File: config.mk
export PLATFORM = sky130hd
export DESIGN_NAME = genius_player_input
export DESIGN_NICKNAME = d
export VERILOG_FILES = /design/src/rtl/genius_player_input.sv
export SDC_FILE = /design/constraint.sdc
export NUM_CORES = 1
export LEC_CHECK = 0
export ABC_CLOCK_PERIOD_IN_PS = 2800
export CORE_MARGIN = 2
export CORE_UTILIZATION = 55
export DETAILED_ROUTE_END_ITERATION = 10
export GPL_ROUTABILITY_DRIVEN = 0
export PLACE_DENSITY = 0.78
export SLEW_MARGIN = 10
export SYNTH_ARGS = -nofsm -noshare
export SYNTH_HDL_FRONTEND = slang
export SYNTH_SLANG_ARGS = --single-unit
File: constraint.sdc
create_clock -name clock -period 2.8 [get_ports clock]
set_clock_uncertainty 0.1 [all_clocks]
set_input_delay 0.42 -clock clock [delete_from_list [all_inputs] [get_ports clock]]
set_output_delay 0.42 -clock clock [all_outputs]
set_load 0.02 [all_outputs]
File: src/rtl/genius_player_input.sv
// Genius player input: button sync/debounce and sequence replay check.
// Optional per-press inactivity timeout enabled by GENIUS_TIMEOUT_EN.
module genius_player_input #(
  parameter int DEBOUNCE_CYCLES = 4,
  parameter int TIMEOUT_CYCLES  = 50_000_000
) (
  input  logic       clock,
  input  logic       rst_n,
  input  logic       start,
  input  logic [4:0] round_len,
  input  logic       bt0,
  input  logic       bt1,
  input  logic       bt2,
  output logic [3:0] seq_addr,
  input  logic [1:0] seq_sym,
  output logic       busy,
  output logic       press_valid,
  output logic [1:0] last_sym,
  output logic [4:0] press_count,
  output logic       done,
  output logic       success,
  output logic       fail,
  output logic       timeout
);

  if (DEBOUNCE_CYCLES < 1 || DEBOUNCE_CYCLES > 255 ||
      TIMEOUT_CYCLES < 1) begin : g_bad_param
    $error("genius_player_input: parameter out of range");
  end

  typedef enum logic [2:0] {
    IDLE, WAIT_PRESS, WAIT_RELEASE, PASS, FAIL
  } state_t;

  localparam logic [7:0] DB_MAX = 8'(DEBOUNCE_CYCLES - 1);

  state_t     state, state_n;
  logic [2:0] raw, s1, s2, db;
  logic [7:0] cnt [3];
  logic [1:0] sym;
  logic       one_hot;
  logic [4:0] rlen, rlen_n, pc_n;
  logic [3:0] idx_n;
  logic [1:0] ls_n;
  logic       busy_n, pv_n, done_n, succ_n, fail_n;

  assign raw = {bt2, bt1, bt0};

  always_ff @(posedge clock or negedge rst_n) begin
    if (!rst_n) begin
      s1 <= '0;
      s2 <= '0;
    end else begin
      s1 <= raw;
      s2 <= s1;
    end
  end

  // db flips only after DEBOUNCE_CYCLES consecutive differing samples
  always_ff @(posedge clock or negedge rst_n) begin
    if (!rst_n) begin
      db <= '0;
      for (int i = 0; i < 3; i++) cnt[i] <= '0;
    end else begin
      for (int i = 0; i < 3; i++) begin
        if (s2[i] == db[i]) begin
          cnt[i] <= '0;
        end else if (cnt[i] == DB_MAX) begin
          db[i]  <= s2[i];
          cnt[i] <= '0;
        end else begin
          cnt[i] <= cnt[i] + 8'd1;
        end
      end
    end
  end

  always_comb begin
    sym     = 2'd0;
    one_hot = 1'b1;
    unique case (db)
      3'b001:  sym = 2'd0;
      3'b010:  sym = 2'd1;
      3'b100:  sym = 2'd2;
      default: one_hot = 1'b0;
    endcase
  end

`ifdef GENIUS_TIMEOUT_EN
  logic [31:0] tcnt;
  logic        tmo_q, tmo_n;
  logic        tmo_hit;

  assign timeout = tmo_q;
  assign tmo_hit = (tcnt == 32'(TIMEOUT_CYCLES - 1));

  always_ff @(posedge clock or negedge rst_n) begin
    if (!rst_n) begin
      tcnt  <= '0;
      tmo_q <= 1'b0;
    end else begin
      tmo_q <= tmo_n;
      if (state != WAIT_PRESS) tcnt <= '0;
      else                     tcnt <= tcnt + 32'd1;
    end
  end
`else
  assign timeout = 1'b0;
`endif

  always_ff @(posedge clock or negedge rst_n) begin
    if (!rst_n) begin
      state       <= IDLE;
      seq_addr    <= '0;
      rlen        <= '0;
      busy        <= 1'b0;
      press_valid <= 1'b0;
      last_sym    <= '0;
      press_count <= '0;
      done        <= 1'b0;
      success     <= 1'b0;
      fail        <= 1'b0;
    end else begin
      state       <= state_n;
      seq_addr    <= idx_n;
      rlen        <= rlen_n;
      busy        <= busy_n;
      press_valid <= pv_n;
      last_sym    <= ls_n;
      press_count <= pc_n;
      done        <= done_n;
      success     <= succ_n;
      fail        <= fail_n;
    end
  end

  always_comb begin
    state_n = state;
    idx_n   = seq_addr;
    rlen_n  = rlen;
    busy_n  = busy;
    pv_n    = 1'b0;
    ls_n    = last_sym;
    pc_n    = press_count;
    done_n  = 1'b0;
    succ_n  = success;
    fail_n  = fail;
`ifdef GENIUS_TIMEOUT_EN
    tmo_n   = tmo_q;
`endif
    // busy drops on the same edge that ends the done pulse
    if (done) busy_n = 1'b0;
    unique case (state)
      IDLE: begin
        if (start && !busy) begin
          busy_n  = 1'b1;
          idx_n   = '0;
          rlen_n  = round_len;
          pc_n    = '0;
          succ_n  = 1'b0;
          fail_n  = 1'b0;
`ifdef GENIUS_TIMEOUT_EN
          tmo_n   = 1'b0;
`endif
          state_n = (round_len == 5'd0) ? PASS : WAIT_PRESS;
        end
      end
      WAIT_PRESS: begin
        if (one_hot) begin
          pv_n = 1'b1;
          ls_n = sym;
          if (sym == seq_sym) begin
            pc_n    = press_count + 5'd1;
            state_n = WAIT_RELEASE;
          end else begin
            state_n = FAIL;
          end
        end else if (db != 3'b000) begin
          state_n = FAIL;
        end
`ifdef GENIUS_TIMEOUT_EN
        else if (tmo_hit) begin
          tmo_n   = 1'b1;
          state_n = FAIL;
        end
`endif
      end
      WAIT_RELEASE: begin
        if (db == 3'b000) begin
          if (press_count == rlen) begin
            state_n = PASS;
          end else begin
            idx_n   = seq_addr + 4'd1;
            state_n = WAIT_PRESS;
          end
        end
      end
      PASS: begin
        succ_n  = 1'b1;
        done_n  = 1'b1;
        state_n = IDLE;
      end
      FAIL: begin
        fail_n  = 1'b1;
        done_n  = 1'b1;
        state_n = IDLE;
      end
      default: state_n = IDLE;
    endcase
  end

endmodule

== Word-level counts from Yosys, hierarchy flattened ==
Index checks and enable logic that the tools add are counted.

* Eq/ne operators: 21
* Mux-type cells: 33
* Add/subtract/negate cells: 5
* Bitwise logic cells: 3
* Reductions and logical operators: 22

{| class="wikitable"
|+ Operator list
! cell !! count
|-
| $mux 8 || 6
|-
| $add 8x1->8 const B || 3
|-
| $eq 8x2->1 const B || 3
|-
| $mux 3 || 5
|-
| $mux 5 || 3
|-
| $reduce_and 2->1 || 7
|-
| $mux 4 || 3
|-
| $ne 2x2->1 const B || 5
|-
| $pmux 5 s2 || 1
|-
| $eq 3x2->1 const B || 3
|-
| $pmux 3 s3 || 1
|-
| $mux 1 || 8
|-
| $pmux 4 s2 || 1
|-
| $reduce_and 4->1 || 2
|-
| $reduce_bool 2->1 || 4
|-
| $eq 3x1->1 const B || 2
|-
| $eq 3x3->1 const B || 2
|-
| $logic_not 3->1 || 2
|-
| $add 5x1->5 const B || 1
|-
| $eq 5x5->1 || 1
|-
| $logic_not 5->1 || 1
|-
| $add 4x1->4 const B || 1
|-
| $mux 2 || 2
|-
| $pmux 1 s2 || 2
|-
| other kinds (11) || 15
|}

* Bits of input ports: 13
* Flip-flop bits (word level): 57

== Logic depth before layout (Yosys ltp) ==
* Word-level depth: 6
* Mapped depth: 5
* Mapped depth without buffers: 5

== Worst setup path before layout ==
No wires, ideal clock.

* Path kind: register to register
* Start point: register state[2]
* End point: register press_count[4]
* Arrival time: 1.769 ns
* Data required time: 2.621 ns
* Stages on the path, launching flop included: 6
* Clock period less this slack: 1.949 ns
* Library setup time: 0.079 ns
* Setup slack: 0.851 ns
* Path buffers: 1
* Path through: dfrtp_1 or3b_1 clkbuf_2 or4b_4 a21oi_1 mux2i_1

* Cells in the longest elaborated chain, start to end: 3

{| class="wikitable"
|+ RTL lines
! item !! line !! source
|-
| from (decl) || 37 || <nowiki>state_t state, state_n;</nowiki>
|-
| from (signal assigned) || 124 || <nowiki>state <= state_n;</nowiki>
|-
| $eq 3x1->1 / $logic_not 3->1 (equally long branches) || 153 || <nowiki>unique case (state)</nowiki>
|-
| $ne 2x2->1 (no source line) / $reduce_bool 2->1 (equally long branches) || n/a ||
|-
| $reduce_and 4->1 (no source line) || n/a ||
|-
| to (signal assigned) || 130 || <nowiki>press_count <= pc_n;</nowiki>
|-
| to (decl) || 19 || <nowiki>output logic [4:0] press_count,</nowiki>
|}

Parallel ways exist; a longest one is shown, timed or not.
A chain may end at the register's enable or synchronous reset.

== Final worst setup path ==
* Start point: input port seq_sym[1]
* End point: register press_count[2]

* Cells in the longest elaborated chain, start to end: 3

{| class="wikitable"
|+ RTL lines
! item !! line !! source
|-
| from (decl) || 15 || <nowiki>input logic [1:0] seq_sym,</nowiki>
|-
| $eq 2x2->1 || 172 || <nowiki>if (sym == seq_sym) begin</nowiki>
|-
| $ne 2x2->1 (no source line) || n/a ||
|-
| $reduce_and 4->1 (no source line) || n/a ||
|}

Every way passes these cells.

==> summary.md <==
| Metric | Value |
|---|---|
| # nets final | 301 |
| Source-to-sink clock delay at the later pin of the worst-skew pair | 330 ps |
| Register bit count reported by yosys | 57 |
| Max H-tree Level | 3 |
| RSZ-0062 raised after global routing | false |
| Maximum number of pins on one net before global-route repair | 58 |
| Floorplan core area | 4690 um2 |
| Total GRT Usage | 19.7% |
| Data required time of the worst path | 2960 ps |
| Remaining DRCs | 0 |
| Slew headroom | 53.2% |
| Pin slew with the least headroom to its limit | 702 ps |
| Antenna viol nets, final | 0 |
| Yosys warns | 0 |
| Static power due to leakage | 1.42 nW |
| Wire length of the first global-routing pass | 8050 um |
| Proportion of register bits with asynchronous set or reset after synthesis | 100% |
| Worst hold-check path type | in2async |
| # IOs | 30 |
| Netlist cell types | 45 |
| Sum of met3 wire segment lengths after detailed routing | 134 um |
| Post-Syn Area per Cell | 10.7 um2 |
| Cell chosen for the clock root | sky130_fd_sc_hd__clkbuf_8 |
| TritonCTS clock tree | yes |
| Cell Area, Synth | 2680 um2 |
| Number of antenna violations at the first check in global routing | 0 |
| Class of the most critical setup path | in2reg |
| Fraction of final layout cells with drive strength greater than 1 | 11.5% |
| Number of synthesized flops with an enable pin | 0 |
| Detail-routed via count per cell | 5.34 |
| Vertical extent of the die | 73.8 um |
| Via count of the first global-routing pass | 1771 |
| Result of the run | finished clean |
| Post-cts resize count | 0 |
| Grt ovf | 0 |
| Total length of routed wires | 4450 um |
| Power per standard cell area | 892 nW/um2 |
| Final count of hold timing violations | 0 |
| Routed length on met1 | 2150 um |
| Startpoint class of the critical path | primary input |
| TritonCTS buffer count | 9 |
| Filler Cells Inserted | 369 |
| DP Worst Slack | 321 ps |
| Flip-flop cell with the highest count after synthesis | sky130_fd_sc_hd__dfrtp_1 |
| Biggest fanout along the worst timing path | 4 |
| Post-synthesis cell count | 249 |
| FMAX | 466 MHz |
| Top Layer Used | met4 |
| Initial detailed-routing violation count | 73 |
| Effective utilization at floorplan | 57.0% |
| # port buffers | 28 |
| Max-cap viol count | 0 |
| Time the final worst path needs with I/O delays and setup | 2140 ps |
| Routed length per placed instance | 13.1 um |
| Number of diodes added for antenna fixing | 0 |
| Part of the Yosys area used for sequential elements | 53.3% |
| Number of max-slew violations in the final report | 0 |
| TNS Setup | 0 ps |
| Endpoint class of the critical path | flip-flop |
| Standard-cell row count | 25 |
| VDD IR max | 521 uV |
| Clock Sink Count | 57 |
| Flip-flop and latch area | 1430 um2 |
| Hold-fix buffer count after cts | 0 |
| Area Overhead vs Synth | 19.6% |
| Met2 wire length | 2110 um |
| Hold Slack | 107 ps |
| Post-CTS setup buffers | 0 |
| CTS clock-pin slew for the worst setup and hold paths | 60 ps |
| Portion of the clock cycle consumed by the worst path in the final layout | 76.6% |
| Number of buffers between clock root and the deepest sink | 2 |
| Arrival time of the worst setup path | 2300 ps |
| Horiz. Die Dim | 73.8 um |
| First-pass DRT Iterations | 4 |
| Area occupied by multi-input gates | 1190 um2 |
| Via total after detailed routing | 1822 |
| Smallest setup slack after layout | 656 ps |
| Placed wire-length estimate after detailed placement | 2960 um |
| Post-Syn Nets | 267 |
| Final setup violation count | 0 |
| Die area | 5440 um2 |
## synth_stat cells, types with 3 or more instances
master | n | area share (%)
sky130_fd_sc_hd__dfrtp_1 | 57 | 53
sky130_fd_sc_hd__nor2_1 | 30 | 4.2
sky130_fd_sc_hd__nand2_1 | 25 | 3.5
sky130_fd_sc_hd__xor2_1 | 18 | 5.9
sky130_fd_sc_hd__nand3_1 | 13 | 2.4
sky130_fd_sc_hd__xnor2_1 | 9 | 2.9
sky130_fd_sc_hd__mux2_2 | 8 | 3.4
sky130_fd_sc_hd__mux2i_1 | 7 | 2.6
sky130_fd_sc_hd__o21ai_0 | 7 | 1.3
sky130_fd_sc_hd__nand2b_1 | 6 | 1.4
sky130_fd_sc_hd__nor3_1 | 6 | 1.1
sky130_fd_sc_hd__and3_1 | 5 | 1.2
sky130_fd_sc_hd__ha_1 | 5 | 2.3
sky130_fd_sc_hd__a21oi_1 | 4 | 0.75
sky130_fd_sc_hd__inv_1 | 4 | 0.56
sky130_fd_sc_hd__a21o_1 | 3 | 0.84
sky130_fd_sc_hd__nor3b_1 | 3 | 0.84
## metrics by stage
| stage | std cells | cell area [um2] | total power [mW] | utilization, % |
|---|---|---|---|---|
| after floorplan | 249 | 2680 | 1.80 | - |
| after global placement | 326 | 2990 | 2.04 | 63.7 |
| after detailed placement | 326 | 2990 | 2.07 | 63.7 |
| after CTS | 341 | 3200 | 2.88 | 68.2 |
| after global routing | 341 | 3200 | 3.06 | 68.2 |
| final | 341 | 3200 | 2.86 | 68.2 |
## cells in the final DEF, fill, tap and decap left out, drive strengths merged, types with 3 or more instances in the layout
cell type      instances
mux2i                  7
inv                    4
nor2                  30
a21o                   3
and3                   5
xnor2                  9
nand2                 25
ha                     5
nand3                 13
or3b                   3
nor3                   6
nor3b                  3
clkbuf                13
dfrtp                 57
xor2                  18
a21oi                  4
clkdlybuf4s50         27
mux2                   8
nand2b                 6
buf                    3
o21ai                  8
## logic make-up after synthesis
| logic type | count (synthesis) | synth area share [%] |
|---|---|---|
| AO/OA/AOI/OAI | 26 | 6.87 |
| XOR/XNOR | 27 | 8.84 |
| adder cells (fa/ha/maj) | 5 | 2.34 |
| buffers and inverters | 11 | 2.29 |
| flip-flops | 57 | 53.3 |
| multiplexers | 15 | 5.98 |
| other | 1 | 0.140 |
| AND/OR/NAND/NOR | 107 | 20.2 |
## state kept, by name, indices dropped and copies added (netlist names), 2 cells and up
name / cells
cnt: 24
db: 3
last_sym: 2
press_count: 5
rlen: 5
s1: 3
s2: 3
seq_addr: 4
state: 3
## per-layer routing
metal  global-route usage (%)  vias to the layer above
met1                     26.2                      865
met3                     6.31                        5
met4                     8.89                        0
met5                        0                        -
li1                         -                      927
met2                     29.5                       25
## final timing paths
kind | startpoint | endpoint | slack, ps | cells after the start
setup / recovery | seq_sym[1] | press_count[2] | 660 | 5
hold / removal | rst_n | cnt[14] | 110 | 2
setup reg to reg | db[0] | press_count[2] | 680 | 4
hold reg to reg | s1[2] | s2[2] | 250 | 0
max in group asynchronous | rst_n | last_sym[0] | 2010 | 2
min in group clock | s1[2] | s2[2] | 250 | 0
## worst max-delay path: stages
cell,delay (ps)
sky130_fd_sc_hd__clkdlybuf4s50_1,510
sky130_fd_sc_hd__or3b_2,480
sky130_fd_sc_hd__or4b_4,520
sky130_fd_sc_hd__a21boi_1,180
sky130_fd_sc_hd__mux2i_1,190
## area by class of cell
| type | instances | share of cell area (%) |
|---|---|---|
| Clock buffer | 13 | 5.59 |
| Clock inverter | 2 | 1.09 |
| Inverter | 4 | 0.469 |
| Multi-Input combinational cell | 181 | 37.1 |
| Sequential cell | 57 | 44.5 |
| Tap cell | 54 | 2.11 |
| Timing Repair Buffer | 30 | 9.07 |
## where the power goes
group | switching [mW] | total [mW] | internal (mW)
clock network | 0.306 | 0.807 | 0.501
logic | 0.434 | 0.829 | 0.395
registers | 0.214 | 1.22 | 1.01
total | 0.954 | 2.86 | 1.90
(Power assumes the default switching activity.)
